==> src/rtl/i2c_master_ctrl.sv <==
// Transaction-level I2C master: owns SCL timing, START/STOP and address/write shifting,
// and hands read bytes to an external byte receiver whose SDA drive it forwards.
module i2c_master_ctrl #(
    parameter int CLK_FREQ = 50_000_000,
    parameter int CLK_DIV  = CLK_FREQ / 200_000,
    parameter int DIV_LEN  = 16
) (
    input  logic               clk,
    input  logic               rst,
    input  logic               cmd_valid,
    output logic               cmd_ready,
    input  logic [6:0]         cmd_addr,
    input  logic               cmd_rw,
    input  logic [3:0]         cmd_len,
    input  logic [7:0]         wr_data,
    input  logic               wr_valid,
    output logic               wr_ready,
    output logic [7:0]         rd_data,
    output logic               rd_valid,
    output logic               busy,
    output logic               done,
    output logic               nack_err,
    output logic               scl_o,
    input  logic               sda_o,
    output logic               sda_t,
    output logic               sda_i,
    output logic [DIV_LEN-1:0] clk_counter,
    output logic               rx,
    input  logic [7:0]         rx_data,
    input  logic               rx_data_rdy,
    output logic               rx_ack,
    input  logic               rx_sda_t,
    input  logic               rx_sda_i
);
    localparam logic [2:0] kIdle     = 3'd0;
    localparam logic [2:0] kStart    = 3'd1;
    localparam logic [2:0] kAddr     = 3'd2;
    localparam logic [2:0] kAddrAck  = 3'd3;
    localparam logic [2:0] kWrite    = 3'd4;
    localparam logic [2:0] kWriteAck = 3'd5;
    localparam logic [2:0] kRead     = 3'd6;
    localparam logic [2:0] kStop     = 3'd7;

    localparam logic [DIV_LEN-1:0] DIV_MAX = DIV_LEN'(CLK_DIV - 1);
    localparam logic [DIV_LEN-1:0] DIV_MID = DIV_LEN'(CLK_DIV / 2);

    logic [2:0]         state_q, state_d;
    logic [DIV_LEN-1:0] cnt_q, cnt_d;
    logic               scl_q, scl_d, sda_t_q, sda_t_d, sda_i_q, sda_i_d;
    logic [7:0]         sh_q, sh_d, rd_data_q, rd_data_d;
    logic [3:0]         bit_q, bit_d, rem_q, rem_d;
    logic               rw_q, rw_d, ack_q, ack_d, nack_q, nack_d;
    logic               rx_q, rx_d, rx_ack_q, rx_ack_d;
    logic               rd_valid_q, rd_valid_d, done_q, done_d, rdy_q;

    logic wrap, chg, smp, bit_end, first_chg, stall, fwd;

    assign wrap      = (cnt_q == DIV_MAX);
    assign chg       = (cnt_q == DIV_MID) && !scl_q;
    assign smp       = (cnt_q == DIV_MID) && scl_q;
    assign bit_end   = wrap && scl_q;
    // A write byte is fetched at its first change point; with no data the bus parks there.
    assign first_chg = (state_q == kWrite) && (bit_q == 4'd7) && chg;
    assign stall     = first_chg && !wr_valid;
    assign fwd       = (state_q == kRead) && !rx_q;

    always_comb begin
        state_d    = state_q;
        cnt_d      = cnt_q;
        scl_d      = scl_q;
        sda_t_d    = sda_t_q;
        sda_i_d    = sda_i_q;
        sh_d       = sh_q;
        bit_d      = bit_q;
        rem_d      = rem_q;
        rw_d       = rw_q;
        ack_d      = ack_q;
        nack_d     = nack_q;
        rx_d       = rx_q;
        rx_ack_d   = rx_ack_q;
        rd_data_d  = rd_data_q;
        rd_valid_d = 1'b0;
        done_d     = 1'b0;

        if (state_q == kIdle) cnt_d = '0;
        else if (!stall)      cnt_d = wrap ? '0 : cnt_q + 1'b1;
        if (wrap && (state_q inside {kAddr, kAddrAck, kWrite, kWriteAck, kRead})) scl_d = !scl_q;

        case (state_q)
            kIdle: if (cmd_valid) begin
                sh_d    = {cmd_addr, cmd_rw};
                rw_d    = cmd_rw;
                rem_d   = cmd_len;
                nack_d  = 1'b0;
                sda_t_d = 1'b0;
                sda_i_d = 1'b0;
                state_d = kStart;
            end
            kStart: if (wrap) begin
                scl_d   = 1'b0;
                bit_d   = 4'd7;
                state_d = kAddr;
            end
            kAddr, kWrite: begin
                if (chg) begin
                    if (state_q == kWrite && bit_q == 4'd7) begin
                        if (wr_valid) begin
                            sh_d    = wr_data;
                            sda_t_d = 1'b0;
                            sda_i_d = wr_data[7];
                        end
                    end else begin
                        sda_t_d = 1'b0;
                        sda_i_d = sh_q[7];
                    end
                end
                if (bit_end) begin
                    if (bit_q == 4'd0) state_d = (state_q == kAddr) ? kAddrAck : kWriteAck;
                    else begin
                        bit_d = bit_q - 4'd1;
                        sh_d  = {sh_q[6:0], 1'b0};
                    end
                end
            end
            kAddrAck, kWriteAck: begin
                if (chg) begin
                    sda_t_d = 1'b1;
                    sda_i_d = 1'b1;
                end
                if (smp) ack_d = sda_o;
                if (bit_end) begin
                    bit_d = 4'd7;
                    if (ack_q) begin
                        nack_d  = 1'b1;
                        state_d = kStop;
                    end else if (state_q == kAddrAck) begin
                        if (rem_q == 4'd0) state_d = kStop;
                        else if (rw_q) begin
                            bit_d    = 4'd8;
                            rx_d     = 1'b0;
                            rx_ack_d = (rem_q == 4'd1);
                            state_d  = kRead;
                        end else state_d = kWrite;
                    end else if (rem_q == 4'd1) state_d = kStop;
                    else begin
                        rem_d   = rem_q - 4'd1;
                        state_d = kWrite;
                    end
                end
            end
            kRead: begin
                if (rdy_q && !rx_data_rdy) begin
                    rd_data_d  = rx_data;
                    rd_valid_d = 1'b1;
                end
                // Nine slots per byte; the final NACK slot is ours (released), not the receiver's.
                if (bit_end) begin
                    if (bit_q == 4'd1 && rem_q == 4'd1) rx_d = 1'b1;
                    if (bit_q == 4'd0) begin
                        if (rem_q == 4'd1) begin
                            rx_d     = 1'b1;
                            rx_ack_d = 1'b1;
                            state_d  = kStop;
                        end else begin
                            rem_d    = rem_q - 4'd1;
                            bit_d    = 4'd8;
                            rx_ack_d = (rem_q == 4'd2);
                        end
                    end else bit_d = bit_q - 4'd1;
                end
            end
            kStop: begin
                if (chg) begin
                    sda_t_d = 1'b0;
                    sda_i_d = 1'b0;
                end
                if (wrap) scl_d = 1'b1;
                if (smp) begin
                    sda_t_d = 1'b1;
                    sda_i_d = 1'b1;
                    done_d  = 1'b1;
                    state_d = kIdle;
                end
            end
            default: state_d = kIdle;
        endcase
    end

    always_ff @(posedge clk) begin
        if (rst) begin
            state_q    <= kIdle;
            cnt_q      <= '0;
            scl_q      <= 1'b1;
            sda_t_q    <= 1'b1;
            sda_i_q    <= 1'b1;
            sh_q       <= '0;
            bit_q      <= '0;
            rem_q      <= '0;
            rw_q       <= 1'b0;
            ack_q      <= 1'b0;
            nack_q     <= 1'b0;
            rx_q       <= 1'b1;
            rx_ack_q   <= 1'b1;
            rd_data_q  <= '0;
            rd_valid_q <= 1'b0;
            done_q     <= 1'b0;
            rdy_q      <= 1'b1;
        end else begin
            state_q    <= state_d;
            cnt_q      <= cnt_d;
            scl_q      <= scl_d;
            sda_t_q    <= sda_t_d;
            sda_i_q    <= sda_i_d;
            sh_q       <= sh_d;
            bit_q      <= bit_d;
            rem_q      <= rem_d;
            rw_q       <= rw_d;
            ack_q      <= ack_d;
            nack_q     <= nack_d;
            rx_q       <= rx_d;
            rx_ack_q   <= rx_ack_d;
            rd_data_q  <= rd_data_d;
            rd_valid_q <= rd_valid_d;
            done_q     <= done_d;
            rdy_q      <= rx_data_rdy;
        end
    end

    assign cmd_ready   = (state_q == kIdle);
    assign busy        = (state_q != kIdle);
    assign wr_ready    = first_chg && wr_valid;
    assign rd_data     = rd_data_q;
    assign rd_valid    = rd_valid_q;
    assign done        = done_q;
    assign nack_err    = nack_q;
    assign scl_o       = scl_q;
    assign sda_t       = fwd ? rx_sda_t : sda_t_q;
    assign sda_i       = fwd ? rx_sda_i : sda_i_q;
    assign clk_counter = cnt_q;
    assign rx          = rx_q;
    assign rx_ack      = rx_ack_q;
endmodule

==> config.mk <==
export PLATFORM = sky130hd
export DESIGN_NAME = i2c_master_ctrl
export DESIGN_NICKNAME = d
export VERILOG_FILES = /design/src/rtl/i2c_master_ctrl.sv
export SDC_FILE = /design/constraint.sdc
export NUM_CORES = 1
export LEC_CHECK = 0
export CORE_MARGIN = 1.5
export CORE_UTILIZATION = 55
export CTS_BUF_LIST = sky130_fd_sc_hd__clkbuf_8
export DETAILED_ROUTE_END_ITERATION = 7
export HOLD_SLACK_MARGIN = 0.03
export PLACE_DENSITY = 0.85
export SLEW_MARGIN = 40
export SYNTH_ARGS = -nofsm -noshare
export SYNTH_HDL_FRONTEND = slang
export SYNTH_SLANG_ARGS = --single-unit
==> constraint.sdc <==
create_clock -name clk -period 4.9 [get_ports clk]
set_input_delay 0.98 -clock clk [delete_from_list [all_inputs] [get_ports clk]]
set_output_delay 0.98 -clock clk [all_outputs]
set_load 0.05 [all_outputs]
After elaboration in Yosys (flattened, before gate mapping)
Index checks and enable logic that the tools add are counted.
- bits in read-only memories: 0
- memories kept: 0
- bits in latches: 0
- input bits: 36
- RAM bits: 0
- word-level logic and storage cells: 184
- flip-flop bits (word level): 54
- output and inout bits: 35
- multiplexer cells: 86
- order comparisons: 0
- reductions and logical operators: 42
- equality and inequality tests: 34
- bitwise logic cells: 2
- shift-type cells: 0
- multiply operators: 0
- div/mod/pow operators: 0
- add/sub/neg operators: 3
- operators with widths (cell ; number):
    $mux 4 ; 18
    $mux 8 ; 6
    $mux 1 ; 36
    $mux 3 ; 12
    $ne 2x2->1 const B ; 16
    $reduce_and 7->1 ; 3
    $pmux 3 s6 ; 1
    $add 16x1->16 const B ; 1
    $eq 16x7->1 const B ; 1
    $eq 16x8->1 const B ; 1
    $mux 16 ; 1
    $pmux 4 s4 ; 1
    $pmux 8 s2 ; 1
    $eq 3x3->1 const B ; 4
    $pmux 4 s3 ; 1
    $logic_and 1x1->1 ; 11
    $reduce_or 2->1 ; 5
    $ne 3x3->1 const B ; 3
    $reduce_and 9->1 ; 1
    $eq 4x1->1 const B ; 2
    $logic_not 4->1 ; 2
    $pmux 1 s2 ; 4
    $pmux 1 s4 ; 2
    $reduce_and 2->1 ; 4
    other kinds (17) ; 30

Longest topological paths before layout
Gate-level depths: netlist of the first run.
- depth after elaboration: 7
- mapped depth: 8
- gate-level depth less buffers: 7

Worst setup path after synthesis of the first run
Ideal clock, no wire load.
- path kind: reg-to-output
- start: register cnt_q[0] (netlist: clk_counter[0])
- end: output wr_ready
- path slack: 1158 ps
- path buffers: 1
- cell stages (with the launch flop): 6
- data arrival time: 2762 ps
- path through: dfxtp_1 ha_1 and3_1 nand4_1 clkbuf_1 nor3_1
- cells in the longest elaborated chain, start to end: 4
- RTL lines (element ; line ; text):
    start, declared ; 48 ; logic [DIV_LEN-1:0] cnt_q, cnt_d;
    start signal, assigned ; 210 ; cnt_q <= cnt_d;
    $eq 16x7->1 ; 59 ; assign chg = (cnt_q == DIV_MID) && !scl_q;
    $logic_and 1x1->1 ; 59 ;
    $logic_and 1x1->1 ; 63 ; assign first_chg = (state_q == kWrite) && (bit_q == 4'd7) && chg;
    $logic_and 1x1->1 ; 231 ; assign wr_ready = first_chg && wr_valid;
    end, declared ; 17 ; output logic wr_ready,
Every way passes these cells.

Final worst setup path of the first run
- start: register bit_q[2]
- end: output wr_ready
- cells in the longest elaborated chain, start to end: 4
- RTL lines (element ; line ; text):
    start, declared ; 51 ; logic [3:0] bit_q, bit_d, rem_q, rem_d;
    start signal, assigned ; 215 ; bit_q <= bit_d;
    $eq 4x3->1 ; 63 ;
    $logic_and 1x1->1 (2 in series) ; 63 ;
    $logic_and 1x1->1 ; 231 ;
Every way passes these cells.

==> impl_metrics.ini, run 1 <==
[routing]
via_per_inst = 6.368
avgRoutedWirePerCell_um = 16.87
vias = 3496
ant_nets = 0
drt_wl_total_um = 9262
drt_iter0_drc = 289
dr.pass1.iters = 5
drc = 0

[clock_tree]
clock_sinks = 54
insertion_delay_ns = 0.32
hold_buffers = 0
cts-root-buf = clkbuf_8
htree_levels = 2
cts_made_buffers = 5
cts_max_path_buffers = 2
cts_resized = 0
cts_tree = done
clkSlewWorstSetupHoldPaths_ns = 0.11
cts_setup_buffers = 0

[yosys]
synth-edff-count = 0
synth_flop_cell = dfxtp_1
synth-simple-area-share = 0.2583
synthTopCellsByArea = dfxtp_1 32%, mux2i_1 4.5%, nor4_1 3.7%, a21oi_1 3.6%, nor2_1 3.6%
synth_top_family_by_area = simple AND/OR/NAND/NOR gates
synthAdderAreaFrac = 0.02995
synth_top_area_share = 0.3235
syn_area_per_cell_sq_um = 8.034
ys_ff_latch = 54
postSynthCellCount = 416
ys_types = 65
ys_seq_area_frac = 0.3235
synth_xor_area_frac = 0.02621
synth_compound_area_frac = 0.2475
synth_nets = 460
synth_area_sq_um = 3342
synthMuxAreaShare = 0.05167
synth_area_leader_cell = dfxtp_1
yosys_warnings = 0
synthArstFlopShare = 0

[timing]
setup_tns_ns = 0
skew_ns = 0.009704
setup_violations = 0
fin_crit_ns = 4.235
slew_viol_final = 0
min_period_over_period = 0.8643
worst_slew_pin_slew_ns = 0.8036
hold_viol = 0
slew_headroom = 0.4598
holdWs_ns = 0.4616
rsz0062_at_grt = no
fmax_mhz = 236.1

[setup_path]
cp-startpoint = bit_q[2]
critPathMaxFanout = 8
arrival_ns = 3.26
crit_cells = 4
reg2regPathDepth = 5
crit_family = simple AND/OR/NAND/NOR gates
cpMaxStageDelayCell = clkdlybuf4s50_1
crit_path_max_incr_delay_ns = 0.90
cp-end-kind = primary output
critPathLaunchType = register
critPathKind = register to primary output
path_buf_inv = 1
timing.rr.start = bit_q[2]
path_cells = nor4b_1, nand4_1, nor3_1, clkdlybuf4s50_1
crit_required_ns = 3.92

[floorplan]
die-height_um = 80.95
rows = 28
core_sq_um = 5886
die_x_um = 80.95
pin_count = 71
initial_utilization = 0.5678
die_area_sq_um = 6553

[power_and_ir_drop]
power.density_nw_per_um2 = 368.4
seqPwrFrac = 0.349
switching_power_uw = 640.4
p_clk_frac = 0.208
power_frac_comb = 0.443
p_sw_frac = 0.4132
ir_worst_vdd_v = 0.0002499
p_leak_uw = 0.001420
p_int_uw = 909.3

[cells_and_area]
area_growth_pct = 25.87
final_area_sq_um = 4207
layout-drive-gt1-share = 0.07173
layout.nets = 517
antenna-diode-count = 0

[placement]
placed_cell_area_sq_um = 4086
gp_congestion = 0.9004
port_buffers = 70
hpwlAfterDp_um = 6733

[grt]
grt.busiest_layer = met2
grt_max_degree = 37
overflow = 0
grt_usage = 0.2899
grtUsageMet3 = 0.05169
grt_pass1_vias = 3258
grt_pass1_wl_um = 15070
use_met2 = 0.5025
antenna_found_initial = 0
met1_usage = 0.3569

[flow_run]
drv_cap = 0

[worst_hold_path]
hold_start = nack_err
hold_class = register to register
worstHoldPathCells = 2

[run_status]
status = finished clean
## worst reg2reg max path: stages (launching register included)
cell and delay, ns:
dfxtp_1 0.47, nor4b_1 0.68, nand4b_1 0.46, o311ai_1 0.71, o21ai_0 0.21, a21oi_1 0.16
## cells by family (layout without fill, tap and decap cells)
logic type / count (synthesis) / count (layout)
muxes: 17 / 17
and+or+nand+nor: 153 / 153
AOI/OAI and AO/OA: 120 / 120
adders and majority gates: 8 / 8
DFF: 54 / 54
xor gates and xnor gates: 10 / 10
buffers and inverters: 54 / 112
## synthesized netlist by cell type (3+ instances only)
cell      number
or3_1         10
o31ai_1        4
a31oi_1       14
a211oi_1       8
nor3_1        13
or3b_2         5
clkbuf_1      23
a21oi_1       24
o211ai_1       5
nand3_1       14
dfxtp_1       54
xnor2_1        4
ha_1           8
mux2i_1       15
o21ai_0       23
nand2_1       17
inv_1         25
or4_4          3
a32o_1         3
buf_1          3
nor4_1        20
and3_1         8
o22ai_1        4
a221oi_1       7
nor3b_1        5
nand4_1        5
and2_1         4
nor2_1        32
nand4b_1       3
xor2_1         6
## state kept, by name (all words and copies together) (netlist names), 3 cells and up
register and cells:
sh_q 8, clk_counter 16, state_q 3, rd_data 8, bit_q 4, rem_q 4
## final timing paths
kind                          end  slack (ns)
setup / recovery         wr_ready        0.66
setup reg to reg  clk_counter[12]        2.13
hold reg to reg          nack_err        0.46
hold / removal           nack_err        0.46
## power groups by stage
stage | clock, uW | combinational, uW | sequential, uW
final | 323 | 686 | 541
after CTS | 323 | 673 | 540
after detailed placement | 0 | 669 | 550
after global placement | 0 | 653 | 547
after floorplan | 0 | 490 | 546
after global routing | 340 | 743 | 552
## layout make-up
type                       count  area (sq um)
multi-input combinational    308          2061
fill                         479          1679
sequential                    54          1081
timing repair buffer          77         753.2
inverter                      27         101.3
tap                           75         93.84
clock buffer                   5         68.82
clock inverter                 3         47.55
## cells in the final DEF (no fill, tap or decap), types with 10 or more instances in the layout
| cell type | count |
|---|---|
| dfxtp_1 | 54 |
| a31oi_1 | 14 |
| a21oi_1 | 23 |
| nand2_1 | 17 |
| mux2i_1 | 15 |
| nand3_1 | 14 |
| o21ai_0 | 23 |
| inv_1 | 25 |
| or3_1 | 10 |
| clkdlybuf4s50_1 | 70 |
| nor2_1 | 32 |
| nor4_1 | 19 |
| nor3_1 | 13 |
## per-layer routing
| metal | part of all wire | up-vias |
|---|---|---|
| li1 | - | 1684 |
| met1 | 0.42 | 1655 |
| met2 | 0.49 | 136 |
| met3 | 0.064 | 21 |
| met4 | 0.023 | 0 |
| met5 | 0 | - |
## metrics by stage
stage          instances  power, uW    util  setup slack, ns
6_report             549       1550  0.7147           0.6648
2_1_floorplan        416       1036       -            1.158
4_1_cts              549       1537  0.7141           0.6876
3_5_place_dp         541       1219  0.6943           0.7953
3_3_place_gp         541       1201  0.6932           0.8638
5_1_grt              549       1635  0.7147           0.4986
(Power assumes the default switching activity.)
==> run 2, diff against run 1 <==
--- a/config.mk
+++ b/config.mk
@@ -6,11 +6,11 @@
 export NUM_CORES = 1
 export LEC_CHECK = 0
 export CORE_MARGIN = 1.5
-export CORE_UTILIZATION = 55
+export CORE_UTILIZATION = 57
 export CTS_BUF_LIST = sky130_fd_sc_hd__clkbuf_8
 export DETAILED_ROUTE_END_ITERATION = 7
 export HOLD_SLACK_MARGIN = 0.03
-export PLACE_DENSITY = 0.85
+export PLACE_DENSITY = 0.88
 export SLEW_MARGIN = 40
 export SYNTH_ARGS = -nofsm -noshare
 export SYNTH_HDL_FRONTEND = slang
==> impl_metrics.ini, run 2 (synthesis gave the netlist of run 1 again) <==
[setup_path]
arrival_ns = 3.12
crit_cells = 5
path_cells = buf_4, nor4b_1, nand4_1, nor3_1, clkdlybuf4s50_1
critPathMaxFanout = 26
path_buf_inv = 2
cpMaxStageDelayCell = clkdlybuf4s50_1
reg2regPathDepth = 6
crit_path_max_incr_delay_ns = 0.88
crit_family = simple AND/OR/NAND/NOR gates
critPathKind = register to primary output
cp-end-kind = primary output
crit_required_ns = 3.92
critPathLaunchType = register

[worst_hold_path]
hold_class = register to register
worstHoldPathCells = 2

[timing]
slew_headroom = 0.4282
slew_viol_final = 0
setup_tns_ns = 0
fmax_mhz = 243.9
fin_crit_ns = 4.101
rsz0062_at_grt = no
worst_slew_pin_slew_ns = 0.8577
setup_violations = 0
min_period_over_period = 0.8369
hold_viol = 0
skew_ns = 0.01245

[routing]
ant_nets = 0
dr.pass1.iters = 6
drt_wl_total_um = 9599
avgRoutedWirePerCell_um = 17.55
via_per_inst = 6.569
drt_iter0_drc = 486
drc = 0
vias = 3593

[placement]
port_buffers = 70
hpwlAfterDp_um = 6868
placed_cell_area_sq_um = 4090
dpl.cell_count = 539
gp_congestion = 0.9078

[cells_and_area]
largest_reg_flops = 16
finish.utilization = 0.7502
layout.nets = 518
antenna-diode-count = 0
fin_cells = 547
layout-drive-gt1-share = 0.06947
final_area_sq_um = 4182
area_growth_pct = 25.12
layout_common_cells = 70 x clkdlybuf4s50_1, 54 x dfxtp_1, 32 x nor2_1
final_common_cell = clkdlybuf4s50_1

[floorplan]
rows = 27
die-height_um = 79.57
die_x_um = 79.57
die_area_sq_um = 6331
initial_utilization = 0.5996
core_sq_um = 5574
pin_count = 71

[power_and_ir_drop]
p_leak_uw = 0.001416
switching_power_uw = 619.6
p_clk_frac = 0.174
ir_worst_vdd_v = 0.0002496
p_total_uw = 1485
p_sw_frac = 0.4172
seqPwrFrac = 0.365
power_frac_comb = 0.461
p_int_uw = 865.6
power.density_nw_per_um2 = 355.2

[grt]
grt_pass1_wl_um = 15130
grt_max_degree = 37
antenna_found_initial = 0
grt_pass1_vias = 3154
grt_usage = 0.3009
overflow = 0

[clock_tree]
cts_setup_buffers = 0
cts_tree = done
htree_levels = 2
cts_max_path_buffers = 2
clkSlewWorstSetupHoldPaths_ns = 0.10
cts-root-buf = clkbuf_8
cts_resized = 0
insertion_delay_ns = 0.31
cts_made_buffers = 5
hold_buffers = 0
clock_sinks = 54

[flow_run]
drv_cap = 0

[run_status]
status = finished clean
run 2: worst reg2reg max path, delay by kind of cell (launching register included):
kind | cells | cell delay, ns
flops | 1 | 0.30
simple gates | 3 | 1.28
compound gates | 2 | 0.80
buf+inv | 1 | 0.20
run 2: final timing paths:
kind	start	end	slack, ns
worst max-delay path	state_q[0]	wr_ready	0.80
worst min register to register	nack_err	nack_err	0.49
worst max register to register	state_q[0]	clk_counter[6]	2.18
worst min-delay path	nack_err	nack_err	0.49
run 2: metrics by stage:
step | setup slack (ns) | hold WS [ns]
final | 0.7994 | 0.4861
after global routing | 0.6268 | 0.5056
after CTS | 0.8526 | 0.4717
after detailed placement | 0.8738 | 0.4594
after global placement | 0.9279 | 0.4653
after floorplan | 1.158 | 0.4450
run 2: metal layers:
layer,part of all wire,wire length [um],GRT usage,vias up
met5,0,0,0,-
met4,0.019,183,0.08246,0
met3,0.10,971,0.05600,21
met2,0.46,4385,0.4797,214
met1,0.42,4059,0.4142,1669
li1,-,-,-,1689
run 2: power by group through the flow:
stage          registers, uW  logic (uW)  clock network [uW]
2_1_floorplan            546         490                   0
3_3_place_gp             546         655                   0
3_5_place_dp             550         666                   0
4_1_cts                  540         670                 259
5_1_grt                  548         737                 276
6_report                 542         685                 259
run 2: area by class of cell:
class / instances / area (sq um)
well taps: 72 / 90.09
clock buffers: 6 / 82.58
repair buffers: 78 / 760.7
flip-flops and latches: 54 / 1081
inverters: 27 / 101.3
fillers: 457 / 1393
clock inverters: 2 / 8.758
multi-input cells: 308 / 2057
